**config.mk**
```make
export PLATFORM = sky130hd
export DESIGN_NAME = jtopl_slot_tap_flat
export DESIGN_NICKNAME = d
export VERILOG_FILES = /design/src/rtl/jtopl_slot_tap_if.sv /design/src/rtl/jtopl_slot_tap.sv /design/src/flat_wrapper.sv
export SDC_FILE = /design/constraint.sdc
export NUM_CORES = 1
export LEC_CHECK = 0
export CAP_MARGIN = 25
export CORE_UTILIZATION = 60
export DETAILED_ROUTE_END_ITERATION = 16
export MAX_ROUTING_LAYER = met4
export PLACE_DENSITY = 0.83
export SYNTH_ARGS = -nofsm -noshare
export SYNTH_HDL_FRONTEND = slang
export SYNTH_SLANG_ARGS = --single-unit
```
**constraint.sdc**
```tcl
create_clock -name clk -period 3.3 [get_ports clk]
set_clock_uncertainty 0.05 [all_clocks]
set_input_delay 0.66 -clock clk [delete_from_list [all_inputs] [get_ports clk]]
set_output_delay 0.66 -clock clk [all_outputs]
set_load 0.05 [all_outputs]
```
**src/rtl/jtopl_slot_tap_if.sv**
```systemverilog
// Host-side bus of the slot tap: capture control/status plus the random-access read port.
// The tap drives the slave modport; the host (debug readback or harness) drives the master modport.
interface jtopl_slot_tap_if #(
    parameter int width = 10
);
    // rd_en is a one-shot strobe with no back-pressure (no ready).
    // Each rd_en gives exactly one rd_valid pulse one clk later.
    // rd_data is meaningful only while rd_valid is high.
    logic             snap_req;
    logic             busy;
    logic             done;
    logic             err;
    logic             rd_en;
    logic [4:0]       rd_addr;
    logic [width-1:0] rd_data;
    logic             rd_valid;

    modport master (
        output snap_req, rd_en, rd_addr,
        input  busy, done, err, rd_data, rd_valid
    );

    modport slave (
        input  snap_req, rd_en, rd_addr,
        output busy, done, err, rd_data, rd_valid
    );
endinterface

```
**src/rtl/jtopl_slot_tap.sv**
```systemverilog
// Captures one aligned rotation of a per-slot shift ring and serves random-access reads of it.
// Optional macro JTOPL_SLOT_TAP_CHK_EN adds a sticky zero-cadence checker on err.
module jtopl_slot_tap #(
    parameter int width  = 10,
    parameter int stages = 18
) (
    input  logic             clk,
    input  logic             rst_n,
    input  logic             cen,
    input  logic             zero,
    input  logic [width-1:0] din,
    jtopl_slot_tap_if.slave  bus,
    output logic [1:0]       fsm_state
);
    typedef enum logic [1:0] {
        IDLE = 2'd0,
        ARM  = 2'd1,
        CAPT = 2'd2,
        DONE = 2'd3
    } state_t;

    localparam logic [4:0] LAST = 5'(stages - 1);

    state_t           state;
    logic [4:0]       cnt;
    logic [width-1:0] mem [0:stages-1];
    logic             wr_en;
    logic [4:0]       wr_addr;
    logic             in_range;

    assign fsm_state = state;
    assign in_range  = (int'(bus.rd_addr) < stages);

    // A zero inside CAPT means the ring slipped: it restarts at slot 0.
    always_comb begin
        wr_en   = 1'b0;
        wr_addr = cnt;
        if (cen) begin
            if (state == ARM && zero) begin
                wr_en   = 1'b1;
                wr_addr = 5'd0;
            end else if (state == CAPT) begin
                wr_en   = 1'b1;
                wr_addr = zero ? 5'd0 : cnt;
            end
        end
    end

    always_ff @(posedge clk) begin
        if (wr_en) mem[wr_addr] <= din;
    end

    always_ff @(posedge clk or negedge rst_n) begin
        if (!rst_n) begin
            state    <= IDLE;
            cnt      <= 5'd0;
            bus.busy <= 1'b0;
            bus.done <= 1'b0;
        end else begin
            case (state)
                IDLE, DONE: begin
                    if (bus.snap_req) begin
                        state    <= ARM;
                        bus.busy <= 1'b1;
                        bus.done <= 1'b0;
                    end
                end
                ARM: begin
                    if (cen && zero) begin
                        state <= CAPT;
                        cnt   <= 5'd1;
                    end
                end
                CAPT: begin
                    if (cen) begin
                        if (zero) begin
                            cnt <= 5'd1;
                        end else if (cnt == LAST) begin
                            state    <= DONE;
                            cnt      <= 5'd0;
                            bus.busy <= 1'b0;
                            bus.done <= 1'b1;
                        end else begin
                            cnt <= cnt + 5'd1;
                        end
                    end
                end
                default: state <= IDLE;
            endcase
        end
    end

    // Read sees pre-edge contents, so a same-edge write to that slot returns the old value.
    always_ff @(posedge clk or negedge rst_n) begin
        if (!rst_n) begin
            bus.rd_valid <= 1'b0;
            bus.rd_data  <= '0;
        end else begin
            bus.rd_valid <= bus.rd_en;
            if (bus.rd_en) bus.rd_data <= in_range ? mem[bus.rd_addr] : '0;
        end
    end

`ifdef JTOPL_SLOT_TAP_CHK_EN
    logic err_q;
    logic post_chk;

    // post_chk covers only the first cen cycle spent in DONE.
    always_ff @(posedge clk or negedge rst_n) begin
        if (!rst_n) begin
            err_q    <= 1'b0;
            post_chk <= 1'b0;
        end else begin
            if (state == CAPT && cen && zero && cnt != 5'd0) err_q <= 1'b1;
            if (state == DONE && post_chk && cen && !zero) err_q <= 1'b1;
            if (state == CAPT && cen && !zero && cnt == LAST) post_chk <= 1'b1;
            else if (state != DONE || cen) post_chk <= 1'b0;
        end
    end

    assign bus.err = err_q;
`else
    assign bus.err = 1'b0;
`endif

endmodule

```
**src/flat_wrapper.sv**
```systemverilog
// flat-port wrapper written by rule: the top's interface ports become plain ports
module jtopl_slot_tap_flat 
#(
    parameter int width  = 10,
    parameter int stages = 18
)
  (clk, rst_n, cen, zero, din, fsm_state, bus_snap_req, bus_rd_en, bus_rd_addr, bus_busy, bus_done, bus_err, bus_rd_data, bus_rd_valid);
  jtopl_slot_tap_if #(.width(width)) bus_i ();
  input  logic clk;
  input  logic rst_n;
  input  logic cen;
  input  logic zero;
  input  logic [width-1:0] din;
  output logic [1:0] fsm_state;
  input wire logic [$bits(bus_i.snap_req)-1:0] bus_snap_req;
  input wire logic [$bits(bus_i.rd_en)-1:0] bus_rd_en;
  input wire logic [$bits(bus_i.rd_addr)-1:0] bus_rd_addr;
  output wire logic [$bits(bus_i.busy)-1:0] bus_busy;
  output wire logic [$bits(bus_i.done)-1:0] bus_done;
  output wire logic [$bits(bus_i.err)-1:0] bus_err;
  output wire logic [$bits(bus_i.rd_data)-1:0] bus_rd_data;
  output wire logic [$bits(bus_i.rd_valid)-1:0] bus_rd_valid;
  assign bus_i.snap_req = bus_snap_req;
  assign bus_i.rd_en = bus_rd_en;
  assign bus_i.rd_addr = bus_rd_addr;
  assign bus_busy = bus_i.busy;
  assign bus_done = bus_i.done;
  assign bus_err = bus_i.err;
  assign bus_rd_data = bus_i.rd_data;
  assign bus_rd_valid = bus_i.rd_valid;
  jtopl_slot_tap #(.width(width), .stages(stages)) u_core (.clk(clk), .rst_n(rst_n), .cen(cen), .zero(zero), .din(din), .bus(bus_i), .fsm_state(fsm_state));
endmodule
```
==> flow_summary.yaml <==
run_status:
  status: "completed"
sta:
  fin_setup_tns_ps: 0
  layout_worst_path_cycle_share_pct: 74.7
  worstMarginPinSlew_ps: 807
  period_minus_slack_ps: 2460
  grt_setup_unrepaired: "no"
  clock.fmax_mhz: 406
  finalSetupViolCount: 0
  drv_slew: 0
  slew_headroom_pct: 46.1
  hold_viol: 0
pwr:
  max-vdd-ir-drop_mv: 0.662
  p_per_area_nw_per_um2: 618
  leakage_uw: 0.00317
  power_uw: 5770
synth:
  syn_avg_cell_area_um2: 17.5
  syn_inst: 463
  ys_seq_area_share_pct: 72.9
  synth_most_common_cell: "edfxtp_1"
  yosys.area.top_type: "edfxtp_1"
  synth_edf_count: 180
  yosysWarnings: 0
  synth.distinct_cells: 47
  async_flop_share_pct: 10.0
  synth-main-ff-cell: "edfxtp_1"
  synthTopCellsByArea: "edfxtp_1 67%, dfrtp_1 6.2%, mux4_2 5.8%"
  synth_nets: 488
  syn-cell-area_um2: 8100
  synth_seq_cells: 200
  synth.top_cell.area_share_pct: 66.7
  synthTopCellsByCount: "180 x edfxtp_1, 34 x mux2i_1, 33 x nor2_1"
detailed_routing:
  via_count: 4548
  antenna_left: 0
  wl_per_cell_um: 24.9
  viasPerCell: 6.44
  wirelength_um: 17500
  first_pass_iters: 5
  drtIter0Drc: 594
  drc: 0
clock_network:
  postCtsHoldBufs: 0
  ctsResizeCount: 0
  cts_buffers: 17
  cts_max_path_buffers: 2
  cts_sinks: 200
  clk_pin_slew_worst_paths_ps: 70
  clock_latency_ps: 440
  cts_root_buffer: "clkbuf_16"
  htree_levels: 4
  cts_tree: "built"
  cts_setup_buffers: 0
global_routing:
  grt_pass1_vias: 4611
  grt_antenna_before_repair: 0
  gr-total-overflow: 0
  grt_pass1_wl_um: 27200
  grt.total_usage_pct: 28.1
  grt_max_degree: 39
floorplanning:
  rows: 42
  die_h_um: 118
  die_w_um: 118
  dieArea_um2: 14000
  pin_count: 37
  core_um2: 13200
  start_util_pct: 61.4
critical_path:
  worst-path-max-fanout: 10
  critPathBufInv: 2
  worstSetupPathType: "reg2reg"
  critPathSlowestCell: "or4b_2"
  cp_top_family: "simple AND/OR/NAND/NOR gates"
  cp_data_required_time_ps: 3380
  critical_path.startpoint_type: "flip-flop"
  end_kind: "flip-flop"
  cp.arrival_ps: 2550
  slowest_delay_ps: 660
  worstPathCellList: "inv_1 -> ha_1 -> o211a_1 -> or4b_2 -> nor2_1 -> buf_4"
placement:
  port_buffers: 35
  dp_hpwl_um: 10600
  gp_congestion: 0.836
  placedCellCount: 674
flow_run:
  max-cap-violations: 0
cells_and_area:
  antenna_cells: 0
  area_growth_pct: 15.3
  final_cells: 706
  final_layout_size_suffix_gt1_share_pct: 18.1
  nets: 542
min_path:
  hold_class: "reg2reg"
## final cells by class
type | instances | area (um^2)
flip-flops and latches | 200 | 5910
repair buffers | 59 | 553
well taps | 176 | 220
multi-input cells | 226 | 2000
clock buffers | 19 | 433
clock inverters | 13 | 181
fillers | 789 | 3850
inverters | 13 | 48.8
## per-layer routing
metal,part of all wire (%),GRT usage (%),up-vias
li1,-,-,1951
met1,39,35.5,2330
met2,50,43.2,220
met3,6.9,7.09,47
met4,3.7,12.9,0
met5,0,-,-
## cells by family (layout without fill, tap and decap cells)
kind of cell,count (synthesis),after routing,share of synthesized area [%]
AOI/OAI and AO/OA,67,67,5.71
adders and majority gates,4,4,0.618
buffers and inverters,37,104,2.44
DFF,200,200,72.9
muxes,75,75,13.2
other,1,1,0.0463
and+or+nand+nor,79,79,5.13
## power by group
group	internal (uW)	switching, uW
Combinational	268	441
Clock	1270	890
Sequential	2850	61.4
Total	4380	1390
## state kept, by name (all words and copies together), names as in the netlist
name and count:
u_core.mem 180, u_core.bus.rd_data 10, u_core.cnt 5, u_core.fsm_state 2, u_core.bus.busy 1, u_core.bus.done 1
u_core.bus.rd_valid 1
## placed cells by master, fill, tap and decap left out, types with 8 or more instances in the layout
cell type,count
edfxtp_1,180
mux2i_1,34
clkdlybuf4s50_1,34
nor2_1,33
buf_4,23
mux4_2,21
dfrtp_1,20
mux2_2,18
clkbuf_16,17
o22ai_1,14
inv_1,13
a31oi_1,10
nand2_1,9
o21ai_0,8
a21oi_1,8
## path summary, 6_finish.rpt
| check | from | endpoint | slack, ps | cells past startpoint |
|---|---|---|---|---|
| max reg2reg | u_core.fsm_state[0]$_DFFE_PN0P_ | u_core.mem[17][7]$_DFFE_PP_ | 840 | 6 |
| min | u_core.bus.busy$_DFFE_PN0P_ | u_core.bus.busy$_DFFE_PN0P_ | 510 | 1 |
| max in group asynchronous | rst_n | u_core.bus.rd_data[0]$_DFFE_PN0P_ | 2410 | 2 |
| max | u_core.fsm_state[0]$_DFFE_PN0P_ | u_core.mem[17][7]$_DFFE_PP_ | 840 | 6 |
| min reg2reg | u_core.bus.busy$_DFFE_PN0P_ | u_core.bus.busy$_DFFE_PN0P_ | 510 | 1 |
| min in group asynchronous | rst_n | u_core.cnt[1]$_DFFE_PN0P_ | 530 | 2 |
## worst register-to-register path, cell delays in order, from the launching register on
cell,delay (ps)
dfrtp_1,430
inv_1,60
ha_1,310
o211a_1,280
or4b_2,660
nor2_1,150
buf_4,230
## per-stage QoR
stage | worst slack (ps) | utilization, % | hold WS, ps | instance area, um^2
floorplan | 466 | - | 314 | 8100
global placement | 566 | 66.2 | 462 | 8730
detailed placement | 513 | 66.2 | 474 | 8730
CTS | 830 | 70.8 | 508 | 9340
global route | 718 | 70.8 | 529 | 9340
finish | 836 | 70.8 | 505 | 9340
No activity file was read; power rests on OpenSTA's default activity.
